**src/rtl/jtag_pkg.sv**
```systemverilog
// Shared types and constants for the JTAG TCK burst generator.
package jtag_pkg;

  typedef enum logic [1:0] {
    IDLE = 2'd0,
    LOW  = 2'd1,
    HIGH = 2'd2
  } state_e;

  localparam int MIN_PERIOD = 1;

endpackage

```
**src/rtl/jtag_phase_cnt.sv**
```systemverilog
// Phase counter shared by the TCK low and high phases; clears on clr_i, else counts up.
// tc_o flags the current count equals term_i; cnt_nxt_o exposes the next value for registered strobes.
module jtag_phase_cnt #(
  parameter int CNT_W = 16
) (
  input  logic             ref_clk,
  input  logic             rstn,
  input  logic             clr_i,
  input  logic [CNT_W-1:0] term_i,
  output logic [CNT_W-1:0] cnt_nxt_o,
  output logic             tc_o
);

  logic [CNT_W-1:0] cnt_q, cnt_d;

  assign cnt_d     = clr_i ? '0 : cnt_q + 1'b1;
  assign cnt_nxt_o = cnt_d;
  assign tc_o      = (cnt_q == term_i);

  always_ff @(posedge ref_clk or negedge rstn) begin
    if (!rstn) cnt_q <= '0;
    else       cnt_q <= cnt_d;
  end

endmodule

```
**src/rtl/jtag_tck_burst_gen.sv**
```systemverilog
// JTAG TCK generator: counted bursts or free-run, programmable phases, clean stop.
// All outputs registered; no backpressure, start is ignored while busy.
module jtag_tck_burst_gen
  import jtag_pkg::*;
#(
  parameter int CNT_W = 16,
  parameter int LEN_W = 16
) (
  input  logic             ref_clk,
  input  logic             rstn,
  input  logic [CNT_W-1:0] tck_high_period,
  input  logic [CNT_W-1:0] tck_low_period,
  input  logic             start,
  input  logic [LEN_W-1:0] burst_len,
  input  logic             stop,
  output logic             tck,
  output logic             jtag_rd_en,
  output logic             jtag_wr_en,
  output logic             busy,
  output logic             done,
  output logic [LEN_W-1:0] tck_cnt
);

  state_e           state_q, state_d;
  logic [CNT_W-1:0] lm1_q, lm1_d, hm1_q, hm1_d;
  logic [CNT_W-1:0] low_m1, high_m1, term, cnt_nxt;
  logic [LEN_W-1:0] len_q, len_d, tck_cnt_q, tck_cnt_d;
  logic             stop_q, stop_d, stop_any, fin, tc, clr;
  logic             tck_q, rd_q, wr_q, busy_q, done_q;

  // Phase lengths are kept as length-1 so a zero input clamps to one cycle.
  assign low_m1   = (tck_low_period  < CNT_W'(MIN_PERIOD)) ? '0 : tck_low_period  - CNT_W'(MIN_PERIOD);
  assign high_m1  = (tck_high_period < CNT_W'(MIN_PERIOD)) ? '0 : tck_high_period - CNT_W'(MIN_PERIOD);
  assign term     = (state_q == HIGH) ? hm1_q : lm1_q;
  assign stop_any = stop | stop_q;
  assign clr      = (state_d != state_q) || (state_d == IDLE);

  jtag_phase_cnt #(.CNT_W(CNT_W)) u_phase_cnt (
    .ref_clk   (ref_clk),
    .rstn      (rstn),
    .clr_i     (clr),
    .term_i    (term),
    .cnt_nxt_o (cnt_nxt),
    .tc_o      (tc)
  );

  always_comb begin
    state_d   = state_q;
    lm1_d     = lm1_q;
    hm1_d     = hm1_q;
    len_d     = len_q;
    tck_cnt_d = tck_cnt_q;
    stop_d    = stop_q;
    fin       = 1'b0;
    unique case (state_q)
      IDLE: begin
        stop_d = 1'b0;
        if (start) begin
          lm1_d     = low_m1;
          hm1_d     = high_m1;
          len_d     = burst_len;
          tck_cnt_d = '0;
          state_d   = LOW;
        end
      end
      LOW: begin
        // A stop seen before the rd_en cycle aborts without a rising edge.
        if (stop_any && !tc) begin
          state_d = IDLE;
          stop_d  = 1'b0;
          fin     = 1'b1;
        end else begin
          stop_d = stop_any;
          if (tc) state_d = HIGH;
        end
      end
      HIGH: begin
        stop_d = stop_any;
        if (tc) begin
          tck_cnt_d = tck_cnt_q + 1'b1;
          if (stop_any || ((len_q != '0) && (tck_cnt_d == len_q))) begin
            state_d = IDLE;
            stop_d  = 1'b0;
            fin     = 1'b1;
          end else begin
            state_d = LOW;
            lm1_d   = low_m1;
            hm1_d   = high_m1;
          end
        end
      end
      default: state_d = IDLE;
    endcase
  end

  always_ff @(posedge ref_clk or negedge rstn) begin
    if (!rstn) begin
      state_q   <= IDLE;
      lm1_q     <= '0;
      hm1_q     <= '0;
      len_q     <= '0;
      tck_cnt_q <= '0;
      stop_q    <= 1'b0;
      tck_q     <= 1'b0;
      rd_q      <= 1'b0;
      wr_q      <= 1'b0;
      busy_q    <= 1'b0;
      done_q    <= 1'b0;
    end else begin
      state_q   <= state_d;
      lm1_q     <= lm1_d;
      hm1_q     <= hm1_d;
      len_q     <= len_d;
      tck_cnt_q <= tck_cnt_d;
      stop_q    <= stop_d;
      // Strobes look ahead at the next phase count so they stay registered.
      tck_q     <= (state_d == HIGH);
      rd_q      <= (state_d == LOW)  && (cnt_nxt == lm1_d);
      wr_q      <= (state_d == HIGH) && (cnt_nxt == hm1_d);
      busy_q    <= (state_d != IDLE);
      done_q    <= fin;
    end
  end

  assign tck        = tck_q;
  assign jtag_rd_en = rd_q;
  assign jtag_wr_en = wr_q;
  assign busy       = busy_q;
  assign done       = done_q;
  assign tck_cnt    = tck_cnt_q;

endmodule

```
**config.mk**
```make
export PLATFORM = sky130hd
export DESIGN_NAME = jtag_tck_burst_gen
export DESIGN_NICKNAME = d
export VERILOG_FILES = /design/src/rtl/jtag_pkg.sv /design/src/rtl/jtag_phase_cnt.sv /design/src/rtl/jtag_tck_burst_gen.sv
export SDC_FILE = /design/constraint.sdc
export NUM_CORES = 1
export LEC_CHECK = 0
export ABC_AREA = 1
export CAP_MARGIN = 10
export CORE_MARGIN = 2
export CORE_UTILIZATION = 50
export CTS_BUF_LIST = sky130_fd_sc_hd__clkbuf_2
export DETAILED_ROUTE_END_ITERATION = 8
export GPL_ROUTABILITY_DRIVEN = 0
export PLACE_DENSITY_LB_ADDON = 0.08
export REMOVE_ABC_BUFFERS = 1
export SLEW_MARGIN = 20
export SYNTH_ARGS = -nofsm -noshare
export SYNTH_HDL_FRONTEND = slang
export SYNTH_SLANG_ARGS = --single-unit
```
**constraint.sdc**
```tcl
create_clock -name ref_clk -period 2.6 [get_ports ref_clk]
set_input_delay 0.26 -clock ref_clk [delete_from_list [all_inputs] [get_ports ref_clk]]
set_output_delay 0.26 -clock ref_clk [all_outputs]
set_load 0.02 [all_outputs]
```
# Word level (Yosys, flattened, before mapping)
# Cells that the tools add are included.
# totals
mem_count	0
output_inout_bits	21
latchBits	0
ram_bits	0
reg_bits	88
mem_bits_ro	0
# classes
n_eq_ne	11
n_div	0
mul	0
n_addsub	4
magnitude_cmp	2
mux	29
bitwise_logic	1
n_shift	0
n_reduce_logical	15
# op_table
operator	count
2-to-1 mux 16 bit	12
one-hot mux 16 bit (2 select lines)	3
== test 16 bit	4
adder 16 x 1 -> 16 bit (second input constant)	2
less-than comparator 16 x 1 -> 1 bit (second input constant)	2
subtractor 16 x 1 -> 16 bit (second input constant)	2
nonzero test 16 bit	1
2-to-1 mux 2 bit	4
2-to-1 mux 1 bit	7
one-hot mux 2 bit (3 select lines)	1
== test 2 x 1 -> 1 bit (second input constant)	2
== test 2 bit (second input constant)	2
logical AND 1 bit	4
zero test 2 bit	2
inequality test 2 bit (second input constant)	2
nonzero test 2 bit	2
one-hot mux 1 bit (3 select lines)	1
AND reduction 3 bit	1
nonzero test 3 bit	1
logical OR 1 bit	2
inequality test 2 bit	1
one-hot mux 1 bit (2 select lines)	1
AND reduction 2 bit	1
zero test 1 bit	1
OR 1 bit	1

# Logic depth before layout (Yosys ltp)
# Gate-level depths: netlist of the first run.
# depth
depth_word	12
mapped_depth	29
depth_no_buf	27

# Modules after synthesis
# A second synthesis of the first run with hierarchy kept.
# unflattened
hier_cells	1210
hier_area_um2	7438.4
# modules_own_cells
module	cells_per_inst	seq_area_each_um2	area_per_inst_um2	n_inst
jtag_tck_burst_gen	1052	1801.7	6356.1	1
jtag_phase_cnt	158	400.4	1082.3	1

# Worst setup path before layout of the first run
# No wires, ideal clock.
# synth_timing
path_kind	register -> register
from	reg tck_cnt_q[0] (netlist: tck_cnt[0])
to	reg rd_q (netlist: jtag_rd_en)
required_time_ps	2529
path_buffers	1
arrival_time_ps	2817
stages_incl_launch_ff	25
slack_ps	-288
cell_sequence	dfrtp_1 -> ha_1 -> nand2_1 -> nor2_2 -> nand2_1 -> nor2_1 -> nand2_1 -> nand2_1 -> nand2_1 -> nand2_1 -> nand2_1 -> nor2_1 -> nand3_2 -> nand3_2 -> nand2_2 -> nand2_2 -> nand2_2 -> nand2_4 -> buf_8 -> nand3_1 -> nand2_1 -> o21ai_1 -> nor2_1 -> nand3_1 -> nor2_1
# synth_via
elab_chain_len	12
elab_cells_between_ends	17
# synth_rtl
element	line	rtl
start: declaration	jtag_tck_burst_gen.sv:27	logic [LEN_W-1:0] len_q, len_d, tck_cnt_q, tck_cnt_d;
start signal: assignment	jtag_tck_burst_gen.sv:114	tck_cnt_q <= tck_cnt_d;
adder 16 x 1 -> 16 bit *	jtag_tck_burst_gen.sv:80	tck_cnt_d = tck_cnt_q + 1'b1;
== test 16 bit *	jtag_tck_burst_gen.sv:81	if (stop_any || ((len_q != '0) && (tck_cnt_d == len_q))) begin
logical AND 1 bit *	jtag_tck_burst_gen.sv:81	
logical OR 1 bit *	jtag_tck_burst_gen.sv:81	
2-to-1 mux 1 bit	jtag_tck_burst_gen.sv:81	
2-to-1 mux 2 bit	jtag_tck_burst_gen.sv:79	if (tc) begin
one-hot mux 2 bit (3 select lines)	jtag_tck_burst_gen.sv:55	unique case (state_q)
inequality test 2 bit / zero test 2 bit (equally long branches)	jtag_tck_burst_gen.sv:36	assign clr = (state_d != state_q) || (state_d == IDLE);
logical OR 1 bit	jtag_tck_burst_gen.sv:36	
2-to-1 mux 16 bit	jtag_phase_cnt.sv:16	assign cnt_d = clr_i ? '0 : cnt_q + 1'b1;
== test 16 bit	jtag_tck_burst_gen.sv:118	rd_q <= (state_d == LOW) && (cnt_nxt == lm1_d);
logical AND 1 bit *	jtag_tck_burst_gen.sv:118	
end signal: assignment	jtag_tck_burst_gen.sv:118	
end: declaration	jtag_tck_burst_gen.sv:29	logic tck_q, rd_q, wr_q, busy_q, done_q;
# Mark *: on every way between the ends. The rest lies on a longest branch, timed or not.
# A chain may end at the register's enable or synchronous reset.

# Worst setup path after layout of the first run
# layout_timing
from	reg state_q[0]
to	reg rd_q (netlist: jtag_rd_en)
# layout_via
elab_chain_len	12
elab_cells_between_ends	21
# layout_rtl
element	line	rtl
start: declaration	jtag_tck_burst_gen.sv:24	state_e state_q, state_d;
start signal: assignment	jtag_tck_burst_gen.sv:110	state_q <= state_d;
== test 2 bit	jtag_tck_burst_gen.sv:34, jtag_tck_burst_gen.sv:55	
2-to-1 mux 16 bit	jtag_tck_burst_gen.sv:34	assign term = (state_q == HIGH) ? hm1_q : lm1_q;
== test 16 bit	jtag_phase_cnt.sv:18	assign tc_o = (cnt_q == term_i);
zero test 1 bit	jtag_tck_burst_gen.sv:68	if (stop_any && !tc) begin
logical AND 1 bit	jtag_tck_burst_gen.sv:68	
2-to-1 mux 2 bit	jtag_tck_burst_gen.sv:68	
one-hot mux 2 bit (3 select lines)	jtag_tck_burst_gen.sv:55	
inequality test 2 bit / zero test 2 bit (equally long branches)	jtag_tck_burst_gen.sv:36	
logical OR 1 bit *	jtag_tck_burst_gen.sv:36	
2-to-1 mux 16 bit *	jtag_phase_cnt.sv:16	
named net cnt_nxt[10]	jtag_tck_burst_gen.sv:26	logic [CNT_W-1:0] low_m1, high_m1, term, cnt_nxt;
== test 16 bit *	jtag_tck_burst_gen.sv:118	
logical AND 1 bit *	jtag_tck_burst_gen.sv:118	
# Mark *: on every way through the listed nets, which the timed path passes. The rest lies on a longest branch.

==> results of run 1 <==
==> logic make-up after synthesis <==
| group | count (synthesis) | share of synthesized area, % |
|---|---|---|
| xor gates and xnor gates | 42 | 5.928 |
| AOI/OAI and AO/OA | 77 | 6.958 |
| and+or+nand+nor | 618 | 41.65 |
| adders and majority gates | 8 | 1.555 |
| buffers and inverters | 159 | 9.699 |
| DFF | 88 | 34.21 |
==> how the worst max path moves through the flow <==
stage	start	end	slack, ns	cells past startpoint
floorplan	state_q[0]	jtag_wr_en	-0.91	24
global placement	state_q[0]	jtag_rd_en	-0.57	28
detailed placement	state_q[0]	jtag_rd_en	-0.65	28
CTS	state_q[0]	jtag_rd_en	-0.50	26
global route	state_q[0]	jtag_rd_en	-0.99	29
finish	state_q[0]	jtag_rd_en	-0.88	28
==> cells in the mapped netlist (7+ instances only) <==
library cell | n | area share, %
sky130_fd_sc_hd__a21oi_1 | 7 | 0.54
sky130_fd_sc_hd__buf_2 | 7 | 0.54
sky130_fd_sc_hd__clkbuf_1 | 7 | 0.41
sky130_fd_sc_hd__dfrtp_1 | 88 | 34
sky130_fd_sc_hd__ha_1 | 8 | 1.6
sky130_fd_sc_hd__inv_1 | 132 | 7.7
sky130_fd_sc_hd__nand2_1 | 355 | 21
sky130_fd_sc_hd__nand2_2 | 8 | 0.78
sky130_fd_sc_hd__nand3_1 | 86 | 6.7
sky130_fd_sc_hd__nand3_2 | 8 | 1.2
sky130_fd_sc_hd__nand3b_1 | 13 | 1.5
sky130_fd_sc_hd__nand4_1 | 24 | 2.3
sky130_fd_sc_hd__nor2_1 | 94 | 5.5
sky130_fd_sc_hd__nor3_1 | 12 | 0.93
sky130_fd_sc_hd__nor4_1 | 7 | 0.68
sky130_fd_sc_hd__o211ai_1 | 10 | 1.2
sky130_fd_sc_hd__o21ai_0 | 34 | 2.6
sky130_fd_sc_hd__o22ai_1 | 18 | 1.7
sky130_fd_sc_hd__xnor2_1 | 12 | 1.6
sky130_fd_sc_hd__xor2_1 | 29 | 3.9
==> through the flow <==
step | hold WS, ns | setup WS [ns] | setup TNS, ns | instances | util, %
after global placement | 0.2028 | -0.5663 | -3.946 | 1409 | 69.61
after global routing | 0.08750 | -0.9887 | -20.81 | 1466 | 78.56
after floorplan | -0.03559 | -0.9107 | -17.81 | 974 | -
after detailed placement | 0.2013 | -0.6461 | -5.697 | 1409 | 69.61
after CTS | 0.05407 | -0.5043 | -2.162 | 1443 | 73.50
final | 0.05107 | -0.8801 | -14.02 | 1467 | 78.58
==> cell type report <==
class	count	area [um^2]	area share (%)
multi-input combinational	747	4163	41.98
antenna	2	5.005	0.05047
tap	172	215.2	2.170
inverter	141	549.3	5.539
sequential	88	2206	22.24
clock inverter	6	26.28	0.2650
timing repair buffer	300	2694	27.16
clock buffer	10	50.05	0.5047
timing repair inverter	1	8.758	0.08832
==> power by group through the flow <==
| stage | clock, mW | sequential (mW) | combinational, mW |
|---|---|---|---|
| finish | 0.622 | 2.05 | 4.48 |
| global route | 0.672 | 2.09 | 4.82 |
| CTS | 0.618 | 2.01 | 3.88 |
| detailed placement | 0 | 2.01 | 3.39 |
| global placement | 0 | 2.01 | 3.33 |
| floorplan | 0 | 1.97 | 1.86 |
==> metal layers <==
layer | part of all wire (%) | global-route usage (%) | up-vias
li1 | - | - | 3778
met1 | 39 | 36.89 | 3634
met2 | 50 | 53.07 | 391
met3 | 6.3 | 4.215 | 100
met4 | 4.8 | 13.48 | 0
met5 | 0 | 0 | -
==> repair_timing <==
item | in CTS | in global routing
pin swaps | 8 | 48
hold buffers | 1 | 0
setup buffers | 14 | 20
cloned | 3 | 4
setup endpoints to repair | 43 | 52
gates resized for setup | 62 | 120
endpoints found under the hold margin | 88 | 0
==> sequential cells by signal, summed over array words and instances, names as in the netlist, 2 cells and up <==
register and flops:
len_q 16, tck_cnt 16, state_q 2, lm1_q 16, u_phase_cnt.cnt_q 16, hm1_q 16
==> run_results.csv, run 1 <==
group,metric,value,unit
outcome,status,"finished with violations",
outcome,violated_checks,"setup timing",
layout,mostFrequentLayoutCell,"sky130_fd_sc_hd__nand2_1",
timing,final.period_utilization,133.8,%
critical_path,max_stage_delay,0.44,ns
timing,clock_skew,0.02550,ns
floorplan,dieWidth,117.5,um
synthesis,synth_cell_type_count,37,
synthesis,ys_warn_count,0,
critical_path,timing.critical_path.to_type,"flop",
timing,postLayoutSetupSlackWorst,-0.8801,ns
hold_path,min-delay-path-class,"in2async",
grt,grt_first_pass_wirelength,33480,um
drt,drtAntennaViolNets,0,
clock_tree,numCtsBuffers,9,
timing,final_slew_viol_count,0,
grt,overflow,0,
critical_path,cp_data_required_time,3.19,ns
pwr,p_sw,3.364,mW
grt,grt_antenna_before_repair,1,
synthesis,synthesis.instances,992,
timing,period_needed,3.480,ns
grt,global_route_total_usage_across_every_layer,30.21,%
clock_tree,clockRootBuffer,"sky130_fd_sc_hd__clkbuf_2",
synthesis,synth.ff_latch_count,88,
run,max_cap_violations,0,
synthesis,synth_edf_count,0,
floorplan,std_cell_rows,41,
grt,grt_pass1_vias,7089,
critical_path,nature_of_the_critical_path_startpoint,"flop",
clock_tree,clk_transition_reported_paths,0.24,ns
layout,filler_cell_count,907,
critical_path,regToRegStartpoint,"state_q[0]",
layout,finish.instance_area,9917,um^2
drt,dr.pass1.iters,6,
layout,share_of_cells_above_drive_strength_1,29.00,%
clock_tree,numClockSinks,88,
pwr,max_rail_drop_vdd,0.0004008,V
timing,grt_setup_unrepaired,"yes",
synthesis,share_of_flip_flops_with_an_asynchronous_set_or_reset,100.0,%
placed_design,placement.io_buffers,72,
timing,worst_slew_pin_slew,0.4180,ns
critical_path,critical_path.n_buffers_inverters,5,
placed_design,hpwl,15340,um
floorplan,total_die_area,13800,um^2
pwr,totalPowerFinal,7.149,mW
layout,commonest_non_fill_non_tap_cells_in_the_layout,"sky130_fd_sc_hd__nand2_1, sky130_fd_sc_hd__buf_4, sky130_fd_sc_hd__inv_1",
floorplan,chipHeight,117.5,um
clock_tree,ctsHtreeMaxLevel,3,
layout,final_net_count,1348,
layout,area_growth,54.05,%
synthesis,yosysSeqAreaShare,34.21,%
pwr,p_leak,5.020,nW
drt,via_count,7903,
synthesis,synth_flop_cell,"sky130_fd_sc_hd__dfrtp_1",
clock_tree,cts_tree,"yes",
critical_path,path_class,"reg2reg",
floorplan,initial_core_util,51.01,%
floorplan,io_pins,73,
floorplan,core-area,12620,um^2
grt,maximum_number_of_pins_on_one_net_before_global_route_repair,42,
critical_path,cpMaxStageDelayCell,"sky130_fd_sc_hd__dfrtp_1",
timing,fmaxAchievable,287.4,MHz
critical_path,worst-endpoint-arrival,4.07,ns
drt,drt_iter0_drcs,906,
critical_path,timing.critical_path.mode_cell,"sky130_fd_sc_hd__nand2_1",
critical_path,ff2ff_setup_slack,-0.88,ns
timing,timing.max_slew.rel_slack,72.01,%
clock_tree,clock_latency_of_the_later_clocked_register_in_the_worst_skew_pair,0.64,ns
drt,wirelength,22950,um
critical_path,regToRegEndpoint,"jtag_rd_en",
placed_design,area_after_detailed_placement,8785,um^2
critical_path,worstRegToRegCells,28,
clock_tree,buffer_depth_of_the_longest_clock_path,2,
timing,hold_viol_final,0,
timing,setup_violations,52,
pwr,cellInternalPower,3.785,mW
drt,detail_route.drc_violations,0,
pwr,power.share.combinational,62.6,%
pwr,power.density,720.9,nW/um^2
critical_path,cp_max_fo,5,
pwr,power.clock.fraction,8.7,%
critical_path,cpLargestDelayFamily,"simple AND/OR/NAND/NOR gates",
pwr,netSwitchingFraction,47.05,%
drt,avgRoutedWirePerCell,15.64,um
pwr,power_frac_seq,28.7,%
synthesis,synthesis.area_per_instance,6.489,um^2
drt,detail_route.vias_per_cell,5.387,
synthesis,synth.cell_area,6437,um^2
Note: power is estimated with default switching activity, not from simulation.
==> run 2: changes to the inputs <==
--- a/config.mk
+++ b/config.mk
@@ -8,7 +8,7 @@
 export ABC_AREA = 1
 export CAP_MARGIN = 10
 export CORE_MARGIN = 2
-export CORE_UTILIZATION = 50
+export CORE_UTILIZATION = 53
 export CTS_BUF_LIST = sky130_fd_sc_hd__clkbuf_2
 export DETAILED_ROUTE_END_ITERATION = 8
 export GPL_ROUTABILITY_DRIVEN = 0
==> run_results.csv, run 2 (synthesis gave the netlist of run 1 again) <==
group,metric,value,unit
drt,detail_route.vias_per_cell,5.569,
drt,dr.pass1.iters,6,
outcome,status,"finished with violations",
timing,timing.max_slew.rel_slack,64.45,%
clock_tree,numCtsBuffers,9,
timing,grt_setup_unrepaired,"yes",
critical_path,timing.critical_path.to_type,"flop",
drt,drtAntennaViolNets,0,
placed_design,dpl.cell_count,1366,
placed_design,placement.io_buffers,72,
critical_path,cp_data_required_time,3.14,ns
clock_tree,ctsHtreeMaxLevel,3,
layout,final_net_count,1327,
floorplan,initial_core_util,54.04,%
critical_path,max_stage_delay,0.48,ns
grt,grt_first_pass_wirelength,32880,um
timing,clock_skew,0.09877,ns
critical_path,cpMaxStageDelayCell,"sky130_fd_sc_hd__dfrtp_1",
drt,detail_route.drc_violations,0,
drt,drt_iter0_drcs,896,
placed_design,hpwl,15130,um
grt,overflow,0,
drt,avgRoutedWirePerCell,16.55,um
floorplan,dieWidth,114.2,um
grt,maximum_number_of_pins_on_one_net_before_global_route_repair,40,
layout,finish.instance_area,9758,um^2
grt,grt_pass1_vias,7135,
timing,hold_viol_final,0,
clock_tree,clock_latency_of_the_later_clocked_register_in_the_worst_skew_pair,0.69,ns
drt,via_count,7902,
placed_design,placement.setup.worst_slack,-0.6667,ns
grt,global_route_total_usage_across_every_layer,31.95,%
critical_path,cp_max_fo,11,
floorplan,std_cell_rows,40,
critical_path,worstRegToRegCells,25,
layout,area_growth,51.58,%
timing,postLayoutSetupSlackWorst,-0.9432,ns
placed_design,area_after_detailed_placement,8593,um^2
layout,antenna_cells,0,
critical_path,ff2ff_setup_slack,-0.94,ns
outcome,violated_checks,"setup timing",
pwr,p_leak,4.911,nW
floorplan,io_pins,73,
pwr,power.density,756.6,nW/um^2
layout,finished_layout_cells,1419,
clock_tree,cts_tree,"yes",
critical_path,timing.critical_path.mode_cell,"sky130_fd_sc_hd__nand2_1",
timing,worst_slew_pin_slew,0.5332,ns
layout,commonest_non_fill_non_tap_cells_in_the_layout,"sky130_fd_sc_hd__nand2_1, sky130_fd_sc_hd__buf_4, sky130_fd_sc_hd__inv_1",
timing,fmaxAchievable,282.2,MHz
floorplan,chipHeight,114.2,um
pwr,max_rail_drop_vdd,0.0003608,V
critical_path,worst-endpoint-arrival,4.08,ns
drt,wirelength,23480,um
grt,grt_antenna_before_repair,0,
layout,share_of_cells_above_drive_strength_1,27.75,%
layout,post-route-util,81.92,%
timing,period_needed,3.543,ns
critical_path,regToRegEndpoint,"jtag_wr_en",
floorplan,core-area,11910,um^2
critical_path,path_class,"reg2reg",
run,max_cap_violations,0,
timing,final.period_utilization,136.3,%
clock_tree,numClockSinks,88,
critical_path,regToRegStartpoint,"state_q[0]",
clock_tree,buffer_depth_of_the_longest_clock_path,2,
floorplan,total_die_area,13040,um^2
clock_tree,clockRootBuffer,"sky130_fd_sc_hd__clkbuf_2",
critical_path,nature_of_the_critical_path_startpoint,"flop",
timing,final_slew_viol_count,0,
timing,setup_violations,71,
clock_tree,clk_transition_reported_paths,0.35,ns
layout,mostFrequentLayoutCell,"sky130_fd_sc_hd__nand2_1",
hold_path,min-delay-path-class,"in2async",
pwr,totalPowerFinal,7.383,mW
## run 2: cell count changes in the layout (fill, tap and decap cells not counted), moves of 6 or more
cell	before	now
sky130_fd_sc_hd__nand2_2	34	26
sky130_fd_sc_hd__nor2_1	84	78
sky130_fd_sc_hd__buf_4	192	176
sky130_fd_sc_hd__nand2_1	314	322
sky130_fd_sc_hd__nor2_2	9	16
## run 2: report_power, final
group,internal (mW),switching (mW),leakage [nW],total [mW]
logic,1.93,2.54,3.68,4.47
registers,1.74,0.320,1.16,2.06
clock network,0.316,0.536,0.0756,0.851
## run 2: layout make-up
cell class              count  area [um^2]
multi-input cells         745         4128
clock buffers              10        50.05
repair buffers            282         2549
fillers                   790         2153
inverters                 141        561.8
clock inverters             6        83.83
flip-flops and latches     88         2202
well taps                 147        183.9
## run 2: per-stage QoR
stage | hold WS (ns) | setup TNS [ns]
final | 0.1291 | -19.85
after floorplan | -0.03559 | -17.81
after detailed placement | 0.2685 | -6.635
after global routing | 0.1546 | -28.08
after CTS | 0.1298 | -3.962
after global placement | 0.2736 | -3.709
## run 2: metal layers
layer	global-route usage, %	up-vias	wire (um)
li1	-	3720	-
met5	0	-	0
met3	3.282	134	1548
met1	38.38	3631	8975
met2	56.51	417	11430
met4	16.83	0	1527
## run 2: worst max path at each step
stage                           from    endpoint  depth (start not counted)
after global placement    state_q[0]  jtag_wr_en                         28
after CTS                 state_q[0]  jtag_wr_en                         28
after floorplan           state_q[0]  jtag_wr_en                         24
after detailed placement  state_q[0]  jtag_wr_en                         28
final                     state_q[0]  jtag_wr_en                         25
after global routing      state_q[0]  jtag_wr_en                         28
## run 2: critical path, delay by kind of cell (launching register included)
family	cells	cell delay [ns]
AO/OA/AOI/OAI	1	0.11
adder cells (fa/ha/maj)	1	0.22
buffers and inverters	3	0.42
flip-flops	1	0.48
AND/OR/NAND/NOR	20	2.17
## run 2: timing repair
action	4_1_cts	5_1_grt
pin swaps	18	43
gates cloned	2	3
buffers inserted	14	17
hold buffers	1	0
endpoints found under the setup margin	42	83
gates resized for setup	59	119
endpoints found under the hold margin	60	0
